<file path="src/rtl/rv32i_run_ctrl.sv">
// Run controller for rv32i_core: reset sequencing, tohost watch, pass/fail/timeout.
// Optional write signature enabled with `define RUN_CTRL_SIG_EN.
module rv32i_run_ctrl #(
   parameter int unsigned         DATA_W         = 32,
   parameter int unsigned         ADDR_W         = 32,
   parameter logic [ADDR_W-1:0]   TOHOST_ADDR    = 32'h0000_1000,
   parameter int unsigned         RESET_CYCLES   = 16,
   parameter int unsigned         TIMEOUT_CYCLES = 1000000,
   parameter int unsigned         CNT_W          = 32,
   parameter int unsigned         NUM_RUNS       = 2
) (
   input  logic              clk,
   input  logic              reset,
   input  logic              start_i,
   input  logic [ADDR_W-1:0] ram_addr_i,
   input  logic [DATA_W-1:0] ram_data_i,
   input  logic              ram_rw_i,
   output logic              core_reset_o,
   output logic              running_o,
   output logic              done_o,
   output logic              pass_o,
   output logic              fail_o,
   output logic              timeout_o,
   output logic [DATA_W-2:0] exit_code_o,
   output logic [7:0]        run_idx_o,
   output logic [CNT_W-1:0]  cycle_cnt_o,
   output logic [DATA_W-1:0] sig_o
);

   localparam int unsigned HOLD_W = (RESET_CYCLES > 1) ? $clog2(RESET_CYCLES) : 1;
   localparam logic [HOLD_W-1:0] HOLD_LAST = HOLD_W'(RESET_CYCLES - 1);
   localparam logic [CNT_W-1:0]  TO_LAST   = CNT_W'(TIMEOUT_CYCLES - 1);
   localparam logic [7:0]        LAST_IDX  = 8'(NUM_RUNS - 1);

   typedef enum logic [1:0] {
      S_IDLE,
      S_HOLD,
      S_RUN,
      S_DONE
   } state_t;

   state_t              state_q, state_d;
   logic [HOLD_W-1:0]   hold_q, hold_d;
   logic [CNT_W-1:0]    cnt_q, cnt_d;
   logic [7:0]          idx_q, idx_d;
   logic                pass_q, pass_d;
   logic                fail_q, fail_d;
   logic                to_q, to_d;
   logic [DATA_W-2:0]   exit_q, exit_d;
   logic                tohost;

`ifdef RUN_CTRL_SIG_EN
   logic [DATA_W-1:0]   sig_q, sig_d;
`endif

   assign tohost = ram_rw_i && (ram_addr_i == TOHOST_ADDR);

   always_ff @(posedge clk or negedge reset) begin
      if (!reset) begin
         state_q <= S_IDLE;
         hold_q  <= '0;
         cnt_q   <= '0;
         idx_q   <= '0;
         pass_q  <= 1'b0;
         fail_q  <= 1'b0;
         to_q    <= 1'b0;
         exit_q  <= '0;
`ifdef RUN_CTRL_SIG_EN
         sig_q   <= '0;
`endif
      end else begin
         state_q <= state_d;
         hold_q  <= hold_d;
         cnt_q   <= cnt_d;
         idx_q   <= idx_d;
         pass_q  <= pass_d;
         fail_q  <= fail_d;
         to_q    <= to_d;
         exit_q  <= exit_d;
`ifdef RUN_CTRL_SIG_EN
         sig_q   <= sig_d;
`endif
      end
   end

   always_comb begin
      state_d = state_q;
      hold_d  = hold_q;
      cnt_d   = cnt_q;
      idx_d   = idx_q;
      pass_d  = pass_q;
      fail_d  = fail_q;
      to_d    = to_q;
      exit_d  = exit_q;
`ifdef RUN_CTRL_SIG_EN
      sig_d   = sig_q;
`endif
      unique case (state_q)
         S_IDLE, S_DONE: begin
            if (start_i) begin
               state_d = S_HOLD;
               hold_d  = '0;
               idx_d   = '0;
               pass_d  = 1'b0;
               fail_d  = 1'b0;
               to_d    = 1'b0;
               exit_d  = '0;
`ifdef RUN_CTRL_SIG_EN
               sig_d   = '0;
`endif
            end
         end
         S_HOLD: begin
            if (hold_q == HOLD_LAST) begin
               state_d = S_RUN;
               cnt_d   = '0;
            end else begin
               hold_d = hold_q + 1'b1;
            end
         end
         S_RUN: begin
`ifdef RUN_CTRL_SIG_EN
            if (ram_rw_i)
               sig_d = {sig_q[DATA_W-2:0], sig_q[DATA_W-1]}
                     ^ ram_data_i ^ ram_addr_i[DATA_W-1:0];
`endif
            // A tohost result on the timeout cycle wins; the counter freezes on exit.
            if (tohost && ram_data_i == DATA_W'(1)) begin
               if (idx_q == LAST_IDX) begin
                  pass_d  = 1'b1;
                  state_d = S_DONE;
               end else begin
                  idx_d   = idx_q + 1'b1;
                  hold_d  = '0;
                  state_d = S_HOLD;
`ifdef RUN_CTRL_SIG_EN
                  sig_d   = '0;
`endif
               end
            end else if (tohost && ram_data_i[0]) begin
               fail_d  = 1'b1;
               exit_d  = ram_data_i[DATA_W-1:1];
               state_d = S_DONE;
            end else if (cnt_q == TO_LAST) begin
               to_d    = 1'b1;
               state_d = S_DONE;
            end else if (cnt_q != '1) begin
               cnt_d = cnt_q + 1'b1;
            end
         end
      endcase
   end

   always_comb begin
      core_reset_o = (state_q != S_RUN);
      running_o    = (state_q == S_RUN);
      done_o       = (state_q == S_DONE);
   end

   assign pass_o      = pass_q;
   assign fail_o      = fail_q;
   assign timeout_o   = to_q;
   assign exit_code_o = exit_q;
   assign run_idx_o   = idx_q;
   assign cycle_cnt_o = cnt_q;

`ifdef RUN_CTRL_SIG_EN
   assign sig_o = sig_q;
`else
   assign sig_o = '0;
`endif

endmodule

</file>
<file path="config.mk">
export PLATFORM = sky130hd
export DESIGN_NAME = rv32i_run_ctrl
export DESIGN_NICKNAME = d
export VERILOG_FILES = /design/src/rtl/rv32i_run_ctrl.sv
export SDC_FILE = /design/constraint.sdc
export NUM_CORES = 1
export LEC_CHECK = 0
export CORE_ASPECT_RATIO = 1.75
export CORE_MARGIN = 2
export CORE_UTILIZATION = 45
export CTS_CLUSTER_DIAMETER = 80
export DETAILED_ROUTE_END_ITERATION = 7
export PLACE_DENSITY_LB_ADDON = 0.25
export SYNTH_ARGS = -nofsm -noshare
export SYNTH_HDL_FRONTEND = slang
export SYNTH_SLANG_ARGS = --single-unit
</file>
<file path="constraint.sdc">
create_clock -name clk -period 2.73 [get_ports clk]
set_input_delay 0.273 -clock clk [delete_from_list [all_inputs] [get_ports clk]]
set_output_delay 0.273 -clock clk [all_outputs]
set_load 0.05 [all_outputs]
</file>
Word-level counts from Yosys, hierarchy flattened
Index checks and enable logic that the tools add are counted.

Bits in registers: 80. Input port bits: 68.

Multiplexer cells: 37. Reduce and logical (&&, ||, !) cells: 14. Equal/unequal tests: 23. $add $sub $neg: 3.

Operators with widths (number): $mux 32 (5); $mux 31 (3); $pmux 32 s2 (1); $pmux 31 s2 (1); $add 32x1->32 const B (1); $eq 32x1->1 const B (1); $eq 32x13->1 const B (1); $eq 32x20->1 const B (1); $ne 32x32->1 const B (1); $mux 8 (3); $mux 4 (4); $ne 2x2->1 const B (8); $pmux 8 s2 (1); $reduce_and 4->1 (4); $mux 2 (6); $pmux 4 s3 (1); $ne 2x1->1 const B (5); $add 8x1->8 const B (1); $eq 8x1->1 const B (1); $mux 1 (8); $pmux 1 s2 (3); $pmux 2 s3 (1); $reduce_and 6->1 (1); $reduce_and 5->1 (1); 10 further kinds (14).

Longest topological paths before layout
Gate-level depths: netlist of the first run.

Word-level depth: 6. Mapped depth: 10. Mapped depth without buffers: 8.

Worst setup path after synthesis of the first run
Ideal clock, no wire load.

Kind: reg-to-reg. From: register state_q[0]. To: register exit_q[18], in the netlist exit_code_o[18]. Arrival time: 2.396 ns. Setup time: 0.128 ns. Cell stages (with the launch flop): 8. Buffers on the path: 1. Data required time: 2.602 ns. Setup slack: 0.206 ns. Cells stage by stage: dfrtp_1 inv_1 ha_1 inv_2 or4_1 nor3_2 buf_2 o21ai_0.

RTL lines: start, declared (RTL line 42) `state_t state_q, state_d;`; start signal, assigned (RTL line 72) `state_q <= state_d;`; $eq 2x2->1 (*); net running_o (RTL line 19) `output logic running_o,`; $ne 2x1->1 (no line) (tied with other cells); $reduce_and 4->1 (no line); end signal, assigned (RTL line 79) `exit_q <= exit_d;`; end, declared (RTL line 49) `logic [DATA_W-2:0] exit_q, exit_d;`.

The timed path passes the listed nets; every way through them passes the cells marked *. A chain may end at the register's enable or synchronous reset.

Worst setup path after layout of the first run
From: register cnt_q[0], in the netlist cycle_cnt_o[0]. To: register cnt_q[5], in the netlist cycle_cnt_o[5].

Longest elaborated chain between the ends: 6.

RTL lines: start, declared (RTL line 44) `logic [CNT_W-1:0] cnt_q, cnt_d;`; start signal, assigned (RTL line 74) `cnt_q <= cnt_d;`; $add 32x1->32 (RTL line 148) `cnt_d = cnt_q + 1'b1;`; $mux 32 (RTL line 147) `end else if (cnt_q != '1) begin`; $mux 32 (RTL line 144) `end else if (cnt_q == TO_LAST) begin`; $mux 32 (RTL line 140) `end else if (tohost && ram_data_i[0]) begin`; $mux 32 (RTL line 128) `if (tohost && ram_data_i == DATA_W'(1)) begin`; $pmux 32 s2 (RTL line 98) `unique case (state_q)`.

Several ways; a longest one is shown, not always the timed one. The select of a mux whose other input is x is not followed.

==> impl_metrics.tcl, run 1 <==
set metrics [dict create \
    status "completed" \
    drt.antenna.violating_nets 0 \
    crit_slowest_cell "nor3_4" \
    gr-total-overflow 0 \
    wl_mm 15.0 \
    grt_pass1_vias 4886 \
    synth_edf_count 0 \
    tritoncts "built" \
    cp_data_required_time_ns 2.95 \
    synth_area_mm2 0.00484 \
    synthCells 551 \
    async_flop_share_pct 100 \
    synthAdderAreaFrac_pct 2.07 \
    fmax_ghz 0.391 \
    die_w_um 82.4 \
    start_util_pct 45.8 \
    fin_area_mm2 0.00688 \
    critPathMaxFanout 19 \
    final_common_cell "clkdlybuf4s50_1" \
    fin_nets 799 \
    hold_class "input port to async pin" \
    post-route-drc-count 0 \
    yosys-top-cells-area "dfrtp_1, nand2_1, buf_4" \
    vias 4902 \
    endpoint_kind "register" \
    synth_xor_area_share_pct 0.543 \
    seq_area_mm2 0.00200 \
    dpl.hpwl_mm 11.2 \
    drive_above_1_share_pct 12.2 \
    skew_ns 0.00500 \
    tightestPinTransition_ns 1.02 \
    rsz0062_at_grt "false" \
    wl_per_cell_um 17.5 \
    synth-seq-cells 80 \
    setup_viol 0 \
    clock_latency_ns 0.34 \
    grt_max_degree 81 \
    worstPathArrival_ns 2.79 \
    synth_top_area_share_pct 41.4 \
    antenna_found_initial 0 \
    grt_usage_pct 26.2 \
    ys.flop_type "dfrtp_1" \
    peakVddDrop_mv 0.653 \
    die_h_um 141 \
    synth-simple-area-share_pct 26.4 \
    placed_cell_area_mm2 0.00655 \
    port-buffer-count 144 \
    cap_viol_max_count 0 \
    coreArea_mm2 0.0106 \
    die_area_mm2 0.0116 \
    ioPinCount 177 \
    path_cells "ha_1 > and3_1 > nand3_1 > o31ai_4 > buf_4 > nor3_4 > a21oi_1 > a211o_1" \
    ys_types 60 \
    cts_num_sinks 80 \
    rows 50 \
    power_density_mw_per_mm2 762 \
    yosysSeqAreaShare_pct 41.4 \
    diodes 0 \
    period_minus_slack_ns 2.56 \
    viasPerCell 5.71 \
    root_buffer "clkbuf_16" \
    finalHoldWorstSlack_ns 0.0930 \
    clk_pin_slew_ns 0.06 \
    holdBufCountCts 0 \
    syn_avg_cell_area_um2 8.78 \
    finalHoldViolations 0 \
    first_pass_iters 5 \
    cts_inserted_buffers 9 \
    final_cell_mix "clkdlybuf4s50_1, nand2_1, dfrtp_1" \
    synth.largest_area_cell "dfrtp_1" \
    clock_path_buffers 2 \
    area_delta_synth_final_pct 42.2 \
    leakage_nw 2.82 \
    gp_congestion 0.909 \
    max_slew_margin_pct 32.0 \
    grt_pass1_wl_mm 23.5 \
    htreeDepth 3 \
    drtIter0Drc 270 \
    critPathLaunchType "register" \
    criticalPathCategory "register to register" \
    finalCritPeriodShare_pct 93.8 \
    path_delay_family "simple AND/OR/NAND/NOR gates" \
    synth_mux_area_share_pct 1.55 \
    num-fill-cells 902 \
    yosysWarnings 0 \
    synth_compound_area_share_pct 18.9 \
    final-max-slew-violation-count 0 \
    critPathBufInv 1 \
    synth_top_family_by_area "simple AND/OR/NAND/NOR gates" \
    cpPeakStageDelay_ns 0.68 \
    multi_input_area_mm2 0.00253 \
]
-- timing repair --
action / CTS / global route
pin swaps: 0 / 0
buffers inserted: 0 / 0
gates resized for setup: 1 / 1
setup endpoints to repair: 2 / 1
-- cell usage after synthesis, types with 4 or more instances --
master and number:
a41oi_1 8, nor2_1 25, clkbuf_1 10, nand4_1 15
buf_2 17, a22o_1 5, o211ai_1 4, or3_1 9
a211o_1 4, dfrtp_1 80, nor4_1 24, mux2i_1 6
nor3_1 6, a21oi_1 11, and2_1 4, o21ai_0 27
o21ai_1 20, a31oi_1 24, a31o_2 5, inv_1 9
ha_1 8, nand3_1 19, a41o_1 5, nor4b_1 7
nand2_1 103, buf_4 36, a21o_1 5, and3_1 8
-- power by group --
part	switching (mW)	internal, mW	leakage (nW)
Sequential	0.161	1.34	1.07
Combinational	1.55	0.912	1.59
Clock	0.483	0.801	0.150
-- metrics by stage --
stage | util (%) | total power, mW | setup TNS (ns) | setup WS (ns) | instances
6_report | 65.1 | 5.24 | 0 | 0.170 | 858
5_1_grt | 65.1 | 5.51 | 0 | 0.0489 | 858
4_1_cts | 65.0 | 5.25 | 0 | 0.189 | 858
3_5_place_dp | 62.0 | 3.96 | -0.0914 | -0.0645 | 842
3_3_place_gp | 62.0 | 3.91 | 0 | 0.0234 | 842
2_1_floorplan | - | 3.09 | 0 | 0.206 | 582
-- layer usage --
layer  track usage, %  routed length [µm]
met4             14.8                 523
met1             28.6                5500
met2             45.9                8030
met3             4.67                 946
met5                0                   0
-- cell type report --
class / count / share of cell area (%)
Clock inverter: 5 / 1.18
Clock buffer: 11 / 3.38
Multi-Input combinational cell: 428 / 36.7
Sequential cell: 80 / 29.1
Inverter: 10 / 0.546
Tap cell: 130 / 2.36
Timing Repair Buffer: 194 / 26.7
-- final timing paths --
check | startpoint | to | slack, ns | cells past startpoint
max | cycle_cnt_o[0]$_DFFE_PN0P_ | cycle_cnt_o[5]$_DFFE_PN0P_ | 0.17 | 8
min | reset | exit_code_o[12]$_DFFE_PN0P_ | 0.09 | 1
max reg2reg | cycle_cnt_o[0]$_DFFE_PN0P_ | cycle_cnt_o[5]$_DFFE_PN0P_ | 0.17 | 8
min reg2reg | fail_o$_DFFE_PN0P_ | fail_o$_DFFE_PN0P_ | 0.49 | 1
max in group asynchronous | reset | cycle_cnt_o[20]$_DFFE_PN0P_ | 1.96 | 1
min in group clk | fail_o$_DFFE_PN0P_ | fail_o$_DFFE_PN0P_ | 0.49 | 1
-- registers in the layout, summed over array words and instances, names as in the netlist --
register / flops
fail_o: 1
timeout_o: 1
pass_o: 1
run_idx_o: 8
hold_q: 4
cycle_cnt_o: 32
exit_code_o: 31
state_q: 2
-- logic make-up after synthesis --
kind of cell,count (synthesis)
other,1
buffers and inverters,74
muxes,7
xor gates and xnor gates,3
DFF,80
adders and majority gates,8
AOI/OAI and AO/OA,135
and+or+nand+nor,243
(Power assumes the default switching activity.)
==> run 2: changes to the inputs <==
--- a/config.mk
+++ b/config.mk
@@ -10,7 +10,7 @@
 export CORE_UTILIZATION = 45
 export CTS_CLUSTER_DIAMETER = 80
 export DETAILED_ROUTE_END_ITERATION = 7
-export PLACE_DENSITY_LB_ADDON = 0.25
+export PLACE_DENSITY = 0.81
 export SYNTH_ARGS = -nofsm -noshare
 export SYNTH_HDL_FRONTEND = slang
 export SYNTH_SLANG_ARGS = --single-unit
==> run 2 against run 1 <==
Count of clock-buffer cells in the layout unchanged. Setup slack better by 0.034 ns. Register-to-register slack gained 0.03 ns. Total power decreased by 3.5%. Clock power fell by 6%. First-iteration DRC count is 15% higher. Final cell count decreased by 2.1%. Critical path type unchanged. Critical endpoint unchanged.
==> impl_metrics.tcl, run 2 (synthesized netlist as in run 1, its figures left out) <==
set metrics [dict create \
    area_delta_synth_final_pct 39.1 \
    status "completed" \
    placed_cells 823 \
    worstPathArrival_ns 2.75 \
    path_cells "ha_1 > and3_1 > nand3_1 > o31ai_4 > buf_4 > nor3_4 > a21oi_1 > a211o_1" \
    vias 4980 \
    die_w_um 82.4 \
    die_area_mm2 0.0116 \
    port-buffer-count 144 \
    tritoncts "built" \
    gr-total-overflow 0 \
    criticalPathCategory "register to register" \
    setup_tns_ns 0 \
    fin_nets 781 \
    rows 50 \
    wl_per_cell_um 17.9 \
    max_slew_margin_pct 34.7 \
    wl_mm 15.0 \
    cp_data_required_time_ns 2.95 \
    finalHoldViolations 0 \
    clock_latency_ns 0.33 \
    critPathLaunchType "register" \
    grt_max_degree 64 \
    first_pass_iters 5 \
    endpoint_kind "register" \
    start_util_pct 45.8 \
    post-route-drc-count 0 \
    cts_num_sinks 80 \
    drt.antenna.violating_nets 0 \
    dp_slack_ns 0.00957 \
    power_density_mw_per_mm2 752 \
    final-max-slew-violation-count 0 \
    largest_reg_flops 32 \
    final_cell_mix "clkdlybuf4s50_1, nand2_1, dfrtp_1" \
    ioPinCount 177 \
    coreArea_mm2 0.0106 \
    grt_pass1_vias 4915 \
    drive_above_1_share_pct 10.0 \
    layoutNonFillerInstCount 840 \
    grt_pass1_wl_mm 23.1 \
    die_h_um 141 \
    antenna_found_initial 0 \
    viasPerCell 5.93 \
    grt_usage_pct 25.9 \
    period_minus_slack_ns 2.53 \
    crit_slowest_cell "nor3_4" \
    dpl.hpwl_mm 11.4 \
    fin_area_mm2 0.00673 \
    tightestPinTransition_ns 0.972 \
    gp_congestion 0.933 \
    rsz0062_at_grt "false" \
    drtIter0Drc 311 \
    peakVddDrop_mv 0.622 \
    hold_class "input port to async pin" \
    root_buffer "clkbuf_16" \
    finalCritPeriodShare_pct 92.5 \
    htreeDepth 3 \
    fmax_ghz 0.396 \
    clock_path_buffers 2 \
    diodes 0 \
    skew_ns 0.00512 \
    num-fill-cells 888 \
    cap_viol_max_count 0 \
    critPathMaxFanout 19 \
    clk_pin_slew_ns 0.06 \
    placed_cell_area_mm2 0.00641 \
    setup_ws_ns 0.204 \
    setup_viol 0 \
    final_core_util_pct 63.6 \
    leakage_nw 2.72 \
    cts_inserted_buffers 9 \
    final_common_cell "clkdlybuf4s50_1" \
    cpPeakStageDelay_ns 0.70 \
]
[run 2: cell types whose count changed in the layout (fill, tap and decap cells not counted)]
cell / before / now
clkinv_2: 1 / 2
clkbuf_8: 0 / 1
buf_4: 50 / 32
bufinv_16: 2 / 1
buf_6: 1 / 0
clkbuf_1: 2 / 1
dlygate4sd3_1: 0 / 1
[run 2: cell type report]
| cell class | instances | area [µm²] | area share [%] |
|---|---|---|---|
| Multi-Input combinational cell | 428 | 2530 | 37.5 |
| Timing Repair Buffer | 176 | 1700 | 25.3 |
| Clock buffer | 11 | 243 | 3.61 |
| Clock inverter | 5 | 56.3 | 0.837 |
| Sequential cell | 80 | 2000 | 29.8 |
| Inverter | 10 | 37.5 | 0.558 |
| Tap cell | 130 | 163 | 2.42 |
[run 2: layer usage]
layer  up-vias  track usage [%]  part of all wire, %
met5         -                0                    0
li1       2286                -                    -
met2       284             46.4                   53
met3        55             5.12                  7.8
met1      2355             26.9                   34
met4         0             14.5                  4.3
[run 2: repair_timing]
item,in CTS,in global routing
hold buffers,1,0
endpoints found under the setup margin,0,2
endpoints found under the hold margin,42,0
gates resized for setup,0,1
buffers inserted,0,0
[run 2: final timing paths]
kind	end	slack [ns]	startpoint	cells past startpoint
worst max-delay path	cycle_cnt_o[5]$_DFFE_PN0P_	0.20	cycle_cnt_o[0]$_DFFE_PN0P_	8
worst min-delay path	exit_code_o[19]$_DFFE_PN0P_	0.47	reset	2
worst max register to register	cycle_cnt_o[5]$_DFFE_PN0P_	0.20	cycle_cnt_o[0]$_DFFE_PN0P_	8
worst min register to register	fail_o$_DFFE_PN0P_	0.48	fail_o$_DFFE_PN0P_	1
max in group asynchronous	cycle_cnt_o[2]$_DFFE_PN0P_	1.54	reset	3
min in group clk	fail_o$_DFFE_PN0P_	0.48	fail_o$_DFFE_PN0P_	1
[run 2: power by group]
| part | total (mW) | switching (mW) | internal (mW) |
|---|---|---|---|
| Clock | 1.20 | 0.472 | 0.731 |
| Combinational | 2.30 | 1.46 | 0.835 |
| Sequential | 1.56 | 0.222 | 1.34 |
[run 2: critical path: cells and delay by family (launching register included)]
family / cells / cell delay, ns
AOI/OAI and AO/OA: 3 / 0.56
adders and majority gates: 1 / 0.20
buffers and inverters: 1 / 0.20
DFF: 1 / 0.38
and+or+nand+nor: 3 / 1.07
[run 2: per-stage QoR]
step                      total power, mW  hold WS [ns]
after floorplan                      3.09       -0.0226
after global placement               3.80         0.295
after detailed placement             3.86         0.303
after CTS                            5.06         0.478
after global routing                 5.30         0.489
final                                5.06         0.473
==> run 3: changes to the inputs <==
--- a/config.mk
+++ b/config.mk
@@ -6,7 +6,7 @@
 export NUM_CORES = 1
 export LEC_CHECK = 0
 export CORE_ASPECT_RATIO = 1.75
-export CORE_MARGIN = 2
+export CORE_MARGIN = 5
 export CORE_UTILIZATION = 45
 export CTS_CLUSTER_DIAMETER = 80
 export DETAILED_ROUTE_END_ITERATION = 7
==> run 3 against run 2 <==
Global-route usage shrank 2.2 points. First-iteration DRC count is 19% lower. Critical path type unchanged. Sequential share of layout area about the same. Critical path depth increased by 1. Die area rose by 12%. Non-clock buffer count decreased by 2. Maximum frequency is 3.6% lower. Setup slack got worse by 0.093 ns. Clock power barely moved. Routed wire length up 3.5%. Register-to-register slack got worse by 0.09 ns. Sequential power hardly changed.
==> impl_metrics.tcl, run 3 (synthesized netlist as in run 1, its figures left out) <==
set metrics [dict create \
    die_area_mm2 0.0130 \
    gp_congestion 0.957 \
    grt_usage_pct 23.6 \
    crit_top_cell "buf_4" \
    tritoncts "built" \
    cts_num_sinks 80 \
    drtIter0Drc 252 \
    path_cells "ha_1 > and3_1 > nand3_1 > o31ai_4 > buf_4 > buf_4 > nor3_4 > a21oi_1 > a211o_1" \
    clk_pin_slew_ns 0.06 \
    wl_met3_mm 1.20 \
    skew_ns 0.0100 \
    route.met2.wl_mm 8.11 \
    coreArea_mm2 0.0106 \
    gr-total-overflow 0 \
    drive_above_1_share_pct 9.76 \
    max_slew_margin_pct 31.9 \
    placed_cell_area_mm2 0.00640 \
    viasPerCell 5.92 \
    root_buffer "clkbuf_16" \
    crit_slowest_cell "nor3_4" \
    setup_tns_ns 0 \
    finalHoldViolations 0 \
    antenna_found_initial 0 \
    wl_mm 15.6 \
    endpoint_kind "register" \
    hold_class "input port to async pin" \
    largest_reg_flops 32 \
    vias 4952 \
    cp_data_required_time_ns 2.95 \
    critPathMaxFanout 19 \
    dpl.hpwl_mm 12.0 \
    grt_max_degree 81 \
    worstPathArrival_ns 2.84 \
    criticalPathCategory "register to register" \
    final_core_util_pct 63.2 \
    rows 50 \
    wl_per_cell_um 18.6 \
    cts_setup_buffers 0 \
    rsz0062_at_grt "false" \
    first_pass_iters 5 \
    cpPeakStageDelay_ns 0.69 \
    diodes 0 \
    leakage_nw 2.71 \
    drt.antenna.violating_nets 0 \
    setup_ws_ns 0.111 \
    num-fill-cells 891 \
    cap_viol_max_count 0 \
    final_common_cell "clkdlybuf4s50_1" \
    clock_path_buffers 2 \
    finalCritPeriodShare_pct 95.9 \
    area_delta_synth_final_pct 38.9 \
    cts_repair_resize_count 1 \
    fmax_ghz 0.382 \
    start_util_pct 45.5 \
    period_minus_slack_ns 2.62 \
    status "completed" \
    wl_met1_mm 5.50 \
    die_h_um 147 \
    final_cell_mix "clkdlybuf4s50_1, nand2_1, dfrtp_1" \
    routed.top_layer "met4" \
    holdBufCountCts 0 \
    path_delay_family "simple AND/OR/NAND/NOR gates" \
    post-route-drc-count 0 \
    totalPowerFinal_mw 5.11 \
    tightestPinTransition_ns 1.02 \
    critPathLaunchType "register" \
    fin_nets 779 \
    critPathBufInv 2 \
    fin_area_mm2 0.00672 \
    ioPinCount 177 \
    dp_slack_ns -0.0449 \
    die_w_um 88.4 \
    peakVddDrop_mv 0.579 \
    grt_pass1_wl_mm 24.4 \
    htreeDepth 3 \
    final-max-slew-violation-count 0 \
    power_density_mw_per_mm2 760 \
    clock_latency_ns 0.33 \
    setup_viol 0 \
    grt_pass1_vias 5153 \
    port-buffer-count 144 \
    cts_inserted_buffers 9 \
]
run 3: layout make-up:
class                           instances  area [µm²]  area share, %
Clock buffer                           13         270           4.02
Clock inverter                          2        37.5          0.559
Inverter                               10        37.5          0.559
Multi-Input combinational cell        428        2530           37.6
Sequential cell                        80        2000           29.8
Tap cell                              130         163           2.42
Timing Repair Buffer                  174        1680           25.1
run 3: stage by stage:
step                std cells  hold slack (ns)
CTS                       837            0.158
floorplan                 582          -0.0226
global route              837            0.230
finish                    837            0.123
global placement          822            0.465
detailed placement        822            0.470
run 3: path summary, 6_finish.rpt:
check                                      startpoint                         end  slack, ns  cells after the start
max                        cycle_cnt_o[0]$_DFFE_PN0P_  cycle_cnt_o[5]$_DFFE_PN0P_       0.11                      9
min                                             reset  exit_code_o[4]$_DFFE_PN0P_       0.12                      1
max reg2reg                cycle_cnt_o[0]$_DFFE_PN0P_  cycle_cnt_o[5]$_DFFE_PN0P_       0.11                      9
min reg2reg                        fail_o$_DFFE_PN0P_          fail_o$_DFFE_PN0P_       0.48                      1
max in group asynchronous                       reset    run_idx_o[4]$_DFFE_PN0P_       1.95                      1
min in group clk                   fail_o$_DFFE_PN0P_          fail_o$_DFFE_PN0P_       0.48                      1
run 3: metal layers:
metal / vias to the layer above / track usage [%]
met4: 0 / 14.8
met1: 2340 / 25.0
li1: 2283 / -
met5: - / 0
met3: 63 / 4.04
met2: 266 / 41.9
run 3: report_power, final:
part / switching, mW / leakage (nW) / internal, mW
logic: 1.47 / 1.49 / 0.835
clock network: 0.456 / 0.148 / 0.778
registers: 0.224 / 1.07 / 1.34
